### src/rtl/parity_frame_ctrl.sv
// -----------------------------------------------------------------------------
// parity_frame_ctrl
//
// Purpose:
//   Takes a parallel data word and its received parity bit through a
//   valid/ready handshake. It shifts the word out LSB-first on ser_bit, with
//   ser_en marking each valid bit, and accumulates running parity one bit at
//   a time, exactly as the downstream serial parity checker does. At the end
//   of the frame the accumulated parity is compared with the received parity
//   bit. The verdict is reported on par_calc / par_err together with a
//   one-cycle done strobe.
//
// Parameters:
//   DATA_W     - data word width in bits (2..32)
//   ODD_PARITY - 0: expected bit = XOR(data), 1: expected bit = ~XOR(data)
//
// Ports:
//   clk       in   rising-edge clock
//   rst_n     in   asynchronous active-low reset
//   in_valid  in   producer has a word
//   in_ready  out  block can accept a word (high only in IDLE)
//   in_data   in   word to serialise / check (sampled at the handshake only)
//   in_par    in   received parity bit for in_data (sampled at the handshake)
//   abort     in   synchronous frame abort (also blocks acceptance in IDLE)
//   ser_bit   out  current serial data bit
//   ser_en    out  ser_bit valid this cycle
//   busy      out  frame in progress (SHIFT or CHECK)
//   done      out  one-cycle verdict strobe (CHECK cycle, not aborted)
//   par_calc  out  expected parity of the last completed frame
//   par_err   out  1 when in_par disagreed with par_calc on that frame
//   err_cnt   out  saturating parity error count (optional feature)
//   err_clr   in   synchronous clear of err_cnt (optional feature)
//
// Build option:
//   PARITY_ERR_COUNT_EN - when defined, err_cnt counts frames that ended
//   with par_err set. The count saturates at 255 and is cleared by err_clr.
//   When undefined, err_cnt is tied to zero and err_clr is ignored.
// -----------------------------------------------------------------------------
module parity_frame_ctrl #(
   parameter int DATA_W     = 8,
   parameter bit ODD_PARITY = 1'b0
) (
   input  logic              clk,
   input  logic              rst_n,
   input  logic              in_valid,
   output logic              in_ready,
   input  logic [DATA_W-1:0] in_data,
   input  logic              in_par,
   input  logic              abort,
   output logic              ser_bit,
   output logic              ser_en,
   output logic              busy,
   output logic              done,
   output logic              par_calc,
   output logic              par_err,
   output logic [7:0]        err_cnt,
   input  logic              err_clr
);

   // The counter holds the number of bits still to go after the current one.
   // It therefore only needs to reach DATA_W-1.
   localparam int                CNT_W    = (DATA_W > 2) ? $clog2(DATA_W) : 1;
   localparam logic [CNT_W-1:0]  CNT_LOAD = CNT_W'(DATA_W - 1);

   typedef enum logic [1:0] {
      IDLE  = 2'd0,
      SHIFT = 2'd1,
      CHECK = 2'd2
   } state_t;

   state_t            state_q, state_d;
   logic [DATA_W-1:0] shreg_q, shreg_d;
   logic [CNT_W-1:0]  cnt_q, cnt_d;
   logic              acc_q, acc_d;
   logic              par_in_q, par_in_d;
   logic              in_ready_q, in_ready_d;
   logic              busy_q, busy_d;
   logic              ser_en_q, ser_en_d;
   logic              ser_bit_q, ser_bit_d;
   logic              par_calc_q, par_calc_d;
   logic              par_err_q, par_err_d;

   logic              accept;
   logic              verdict_upd;
   logic              verdict_calc;
   logic              verdict_err;

   // in_ready_q is high exactly when the state is IDLE. Using it here keeps
   // the handshake in step with what the producer sees on the port. Abort
   // takes priority over a pending word.
   assign accept       = in_valid && in_ready_q && !abort;

   // An abort that arrives in the CHECK cycle suppresses the verdict. It
   // does this combinationally, so that the done strobe of that cycle is
   // also withheld.
   assign verdict_upd  = (state_q == CHECK) && !abort;
   assign verdict_calc = acc_q ^ ODD_PARITY;
   assign verdict_err  = verdict_calc ^ par_in_q;

   // -------------------------------------------------------------------------
   // Next-state and datapath logic
   // -------------------------------------------------------------------------
   always_comb begin
      state_d    = state_q;
      shreg_d    = shreg_q;
      cnt_d      = cnt_q;
      acc_d      = acc_q;
      par_in_d   = par_in_q;
      par_calc_d = par_calc_q;
      par_err_d  = par_err_q;

      case (state_q)
         IDLE: begin
            if (accept) begin
               shreg_d  = in_data;
               par_in_d = in_par;
               acc_d    = 1'b0;
               cnt_d    = CNT_LOAD;
               state_d  = SHIFT;
            end
         end

         SHIFT: begin
            if (abort) begin
               state_d = IDLE;
            end else begin
               acc_d   = acc_q ^ shreg_q[0];
               shreg_d = shreg_q >> 1;
               cnt_d   = cnt_q - CNT_W'(1);
               if (cnt_q == '0) begin
                  state_d = CHECK;
               end
            end
         end

         CHECK: begin
            state_d = IDLE;
            if (verdict_upd) begin
               par_calc_d = verdict_calc;
               par_err_d  = verdict_err;
            end
         end

         default: begin
            state_d = IDLE;
         end
      endcase
   end

   // The port-level status flags are registered. They are computed from the
   // next state, so they change on the same edge as the state register.
   always_comb begin
      in_ready_d = (state_d == IDLE);
      busy_d     = (state_d != IDLE);
      ser_en_d   = (state_d == SHIFT);
      ser_bit_d  = (state_d == SHIFT) ? shreg_d[0] : 1'b0;
   end

   // -------------------------------------------------------------------------
   // State registers
   // -------------------------------------------------------------------------
   always_ff @(posedge clk or negedge rst_n) begin
      if (!rst_n) begin
         state_q    <= IDLE;
         shreg_q    <= '0;
         cnt_q      <= '0;
         acc_q      <= 1'b0;
         par_in_q   <= 1'b0;
         in_ready_q <= 1'b1;
         busy_q     <= 1'b0;
         ser_en_q   <= 1'b0;
         ser_bit_q  <= 1'b0;
         par_calc_q <= 1'b0;
         par_err_q  <= 1'b0;
      end else begin
         state_q    <= state_d;
         shreg_q    <= shreg_d;
         cnt_q      <= cnt_d;
         acc_q      <= acc_d;
         par_in_q   <= par_in_d;
         in_ready_q <= in_ready_d;
         busy_q     <= busy_d;
         ser_en_q   <= ser_en_d;
         ser_bit_q  <= ser_bit_d;
         par_calc_q <= par_calc_d;
         par_err_q  <= par_err_d;
      end
   end

   assign in_ready = in_ready_q;
   assign busy     = busy_q;
   assign ser_en   = ser_en_q;
   assign ser_bit  = ser_bit_q;
   assign done     = verdict_upd;
   assign par_calc = par_calc_q;
   assign par_err  = par_err_q;

   // -------------------------------------------------------------------------
   // Parity error counter
   // -------------------------------------------------------------------------
`ifdef PARITY_ERR_COUNT_EN
   logic [7:0] err_cnt_q, err_cnt_d;

   // A clear wins over an increment in the same cycle. Aborted frames never
   // reach verdict_upd, so they are never counted.
   always_comb begin
      err_cnt_d = err_cnt_q;
      if (err_clr) begin
         err_cnt_d = '0;
      end else if (verdict_upd && verdict_err && (err_cnt_q != 8'hFF)) begin
         err_cnt_d = err_cnt_q + 8'd1;
      end
   end

   always_ff @(posedge clk or negedge rst_n) begin
      if (!rst_n) begin
         err_cnt_q <= '0;
      end else begin
         err_cnt_q <= err_cnt_d;
      end
   end

   assign err_cnt = err_cnt_q;
`else
   logic unused_err_clr;

   assign unused_err_clr = err_clr;
   assign err_cnt        = '0;
`endif

endmodule

### config.mk
export PLATFORM = sky130hd
export DESIGN_NAME = parity_frame_ctrl
export DESIGN_NICKNAME = d
export VERILOG_FILES = /design/src/rtl/parity_frame_ctrl.sv
export SDC_FILE = /design/constraint.sdc
export NUM_CORES = 1
export LEC_CHECK = 0
export CAP_MARGIN = 20
export CORE_MARGIN = 5
export CORE_UTILIZATION = 49
export CTS_CLUSTER_DIAMETER = 200
export DETAILED_ROUTE_END_ITERATION = 10
export PLACE_DENSITY = 0.87
export SLEW_MARGIN = 20
export SYNTH_ARGS = -nofsm -noshare
export SYNTH_HDL_FRONTEND = slang
export SYNTH_SLANG_ARGS = --single-unit
### constraint.sdc
create_clock -name clk -period 4.65 [get_ports clk]
set_clock_uncertainty 0.2 [all_clocks]
set_input_delay 0.465 -clock clk [delete_from_list [all_inputs] [get_ports clk]]
set_output_delay 0.465 -clock clk [all_outputs]
set_load 0.01 [all_outputs]
==> Word level (Yosys, flattened, before mapping) <==
Cells that the tools add are included.
{ "op_classes": {"addsub": 1, "eq_ne": 5, "bitwise": 2, "muxes": 14, "n_reduce_logical": 12} }
{ "op_table": {"columns": ["op", "n"], "rows": [
  ["8-bit two-way mux", 2],
  ["8-bit case mux with 2 select lines", 1],
  ["2-bit two-way mux", 3],
  ["3-bit two-way mux", 2],
  ["3-bit case mux with 2 select lines", 1],
  ["2-bit by 1-bit == test with 1-bit output, second input constant", 2],
  ["2-bit zero test", 2],
  ["2-bit inequality test, second input constant", 2],
  ["2-bit case mux with 2 select lines", 1],
  ["2-bit AND reduction", 2],
  ["2-bit nonzero test", 2],
  ["1-bit logical AND", 3],
  ["3-bit zero test", 1],
  ["1-bit two-way mux", 3],
  ["3-bit AND reduction", 1],
  ["3-bit by 1-bit subtractor with 3-bit output, second input constant", 1],
  ["2-bit == test, second input constant", 1],
  ["1-bit case mux with 2 select lines", 1],
  ["1-bit bitwise XOR", 2],
  ["1-bit zero test", 1]
]} }
{ "totals": {"word_cells": 46, "input_bits": 14, "register_bits": 21, "out_inout_bits": 15} }

==> Logic depth before layout (Yosys ltp) <==
{ "depth": {"word_depth": 6, "mapped_depth": 5, "mapped_depth_nobuf": 5} }

==> Worst setup path after synthesis <==
OpenSTA, ideal clock, no wires.
{ "synth_timing": {"kind": "in2reg", "start": "input port abort", "end": "register par_in_q", "cell_stages": 5, "setup_slack_ns": 2.983, "arrival_time_ns": 1.339, "t_required_ns": 4.323, "path_buffers": 2, "cell_sequence": "buf_2 -> nand4bb_1 -> buf_2 -> nor2_1 -> mux2_1"} }
{ "synth_between": {"elab_chain_len": 3} }
{ "synth_lines": {"columns": ["item", "line_no", "text"], "rows": [
  ["from (decl)", "49", "input logic abort,"],
  ["1-bit zero test", "91", "assign accept = in_valid && in_ready_q && !abort;"],
  ["1-bit logical AND", "91", null],
  ["2-bit AND reduction (no line)", null, null],
  ["to (signal assigned)", "180", "par_in_q <= par_in_d;"],
  ["to (decl)", "75", "logic par_in_q, par_in_d;"]
]} }
Every way passes these cells.
A chain may end at the register's enable or synchronous reset.

==> Final worst setup path <==
{ "layout_timing": {"start": "input port abort", "end": "output port done"} }
{ "layout_between": {"elab_chain_len": 2} }
{ "layout_lines": {"columns": ["item", "line_no", "text"], "rows": [
  ["1-bit zero test", "96", "assign verdict_upd = (state_q == CHECK) && !abort;"],
  ["1-bit logical AND", "96", null],
  ["to (decl)", "53", "output logic done,"]
]} }
Every way passes these cells.

==> impl_metrics.toml <==
[worst_setup_path]
max_stage_delay_ps = 590
r2r_cells = 3
cp_max_fo = 9
timing.rr.start = "state_q[1]"
crit_required_ps = 3980
worst_path_max_delay_cell = "clkdlybuf4s50_1"
startpoint = "abort"
worstSetupPathType = "primary input to output pin"
arrival_ps = 1940
reg2reg_slack_ps = 2820
path_common_cell = "clkdlybuf4s50_1"
cp-end-kind = "output pin"
path_cells = "clkdlybuf4s50_1 > nor3b_2 > clkdlybuf4s50_1"
worstReg2RegEnd = "acc_q"
cp-start-kind = "primary input"

[die]
start_util = 0.513
die_area_sq_um = 3060
die_h_um = 55.3
die_w_um = 55.3
std_cell_rows = 16
pin_count = 29
core_area_sq_um = 1960

[clocking]
clkSinkCount = 21
cts_resized = 0
cts_hold_buffers = 0
clk_pin_slew_ps = 120
cts_buffer_depth = 2
htreeDepth = 1
worstSkewPairLatency_ps = 300
numCtsBuffers = 3
cts_tree = "built"
postCtsSetupRepairBufs = 0
clk_root_buffer_cell = "clkbuf_4"

[power]
power.total_uw = 459
p_leak_nw = 0.527
ir_worst_vdd_mv = 0.224
power_density_nw_per_um2 = 385

[layout]
fin_cells = 139
fillers = 186
nets = 129
seq_area_sq_um = 527
syn2layout_area_growth_pct = 18.4
n_antenna_cell = 0
drive_gt1_frac = 0.0714
design_area_sq_um = 1190
multi_input_area_sq_um = 395

[grt]
met2_usage = 0.209
overflow = 0
use_met3 = 0.0420
antenna_found_initial = 0
busiest_layer = "met2"
track_usage = 0.135
grt_pass1_wl_um = 3360
met1_usage = 0.171
grt_pass1_vias = 709
grt_max_degree = 22

[synth]
synth_area_sq_um = 1010
syn_area_per_cell_sq_um = 10.4
synth_ff_type = "dfrtp_1"
async_reset_ff_frac = 1.00
yosysWarnings = 0
synth_top_area_frac = 0.497
yosys.cell_types.count = 30
ys_seq_area_frac = 0.523
synth_area_leader_cell = "dfrtp_1"
yosysMostFrequentCell = "dfrtp_1"
synth-seq-cells = 21
synth_edf_count = 0
netlist_instances = 97
synth.area.top_cells = "dfrtp_1 50%, o22ai_1 8.7%, buf_4 6.0%"
synth.cells.most_frequent = "20 x dfrtp_1, 14 x o22ai_1, 8 x a21oi_1, 8 x buf_4"

[sta]
fin_crit_ps = 2610
drv_slew = 0
grt_setup_unrepaired = "false"
finalHoldViolCount = 0
fin_setup_tns_ps = 0
fin_crit_sh = 0.561
slew_headroom = 0.378
setup_viol = 0
worstMarginPinSlew_ps = 930
fmax_ghz = 0.383
worst_slack_ps = 2040

[detailed_routing]
vias_per_cell = 5.47
drtIter0Drc = 13
wire_per_inst_um = 14.6
ant_nets = 0
drt_wl_total_um = 2030
first_pass_iters = 4
drc_errors = 0
vias = 760

[outcome]
outcome = "finished, final reports clean"

[placement]
dp_slack_ps = 2040
place_area_sq_um = 1160
io_buffers = 19
dp_hpwl_um = 1480
dp.cells = 135
gp_congestion = 0.790

[worst_hold_path]
hold_path.class = "register to register"
min_from = "cnt_q[0]"
worst_hold_path.endpoint = "cnt_q[0]"
hold_depth = 1

[run]
drv_cap = 0
## where the power goes
part           total, mW  switching, mW  internal [mW]
Clock             0.0868         0.0547         0.0321
Sequential         0.257         0.0335          0.224
Combinational      0.115         0.0534         0.0612
## placed cells by master, fill, tap and decap left out, drive strengths merged, types with 2 or more instances in the layout
master / instances
nand3: 2
o22ai: 14
o21ai: 3
a22oi: 2
dfrtp: 20
conb: 8
mux2: 3
nand2: 3
nor2: 3
clkbuf: 3
a21oi: 8
nor3: 4
inv: 5
clkdlybuf4s50: 19
ha: 2
## state kept, by name (all words and copies together), names as in the netlist
register,cells
par_calc,1
par_err,1
cnt_q,3
state_q,2
in_ready,1
ser_bit,1
busy,1
ser_en,1
acc_q,1
shreg_q,8
par_in_q,1
## critical path, delay by kind of cell
kind | cells | cell delay (ps)
buffers and inverters | 2 | 1150
and+or+nand+nor | 1 | 320
## worst max path at each step
stage	endpoint	slack [ps]	depth (start not counted)
after floorplan	par_in_q	2980	5
after global placement	done	2060	3
after detailed placement	done	2040	3
after CTS	done	2030	3
after global routing	done	1960	3
final	done	2040	3
## metal layers
| metal | wire length [um] | vias up |
|---|---|---|
| met5 | 0 | - |
| met3 | 144 | 4 |
| met2 | 970 | 24 |
| met1 | 886 | 365 |
| li1 | - | 367 |
| met4 | 28 | 0 |
## through the flow
step	hold WS, ps	util
6_report	302	0.608
3_3_place_gp	284	0.594
2_1_floorplan	-30.6	-
3_5_place_dp	293	0.594
5_1_grt	348	0.608
4_1_cts	310	0.608
## logic make-up after synthesis
group / after synthesis / synth area share
fa+ha+maj: 2 / 0.0248
compound gates: 30 / 0.181
xor+xnor: 1 / 0.00870
flops: 21 / 0.523
other cells: 1 / 0.00372
buf+inv: 20 / 0.111
mux: 4 / 0.0435
simple gates: 18 / 0.104
## cell type report
| type | count | area share |
|---|---|---|
| Sequential cell | 21 | 0.442 |
| Inverter | 5 | 0.0157 |
| Clock inverter | 1 | 0.00420 |
| Multi-Input combinational cell | 63 | 0.332 |
| Clock buffer | 3 | 0.0189 |
| Tap cell | 27 | 0.0283 |
| Timing Repair Buffer | 19 | 0.159 |
Power figures use the tool's default switching activity.
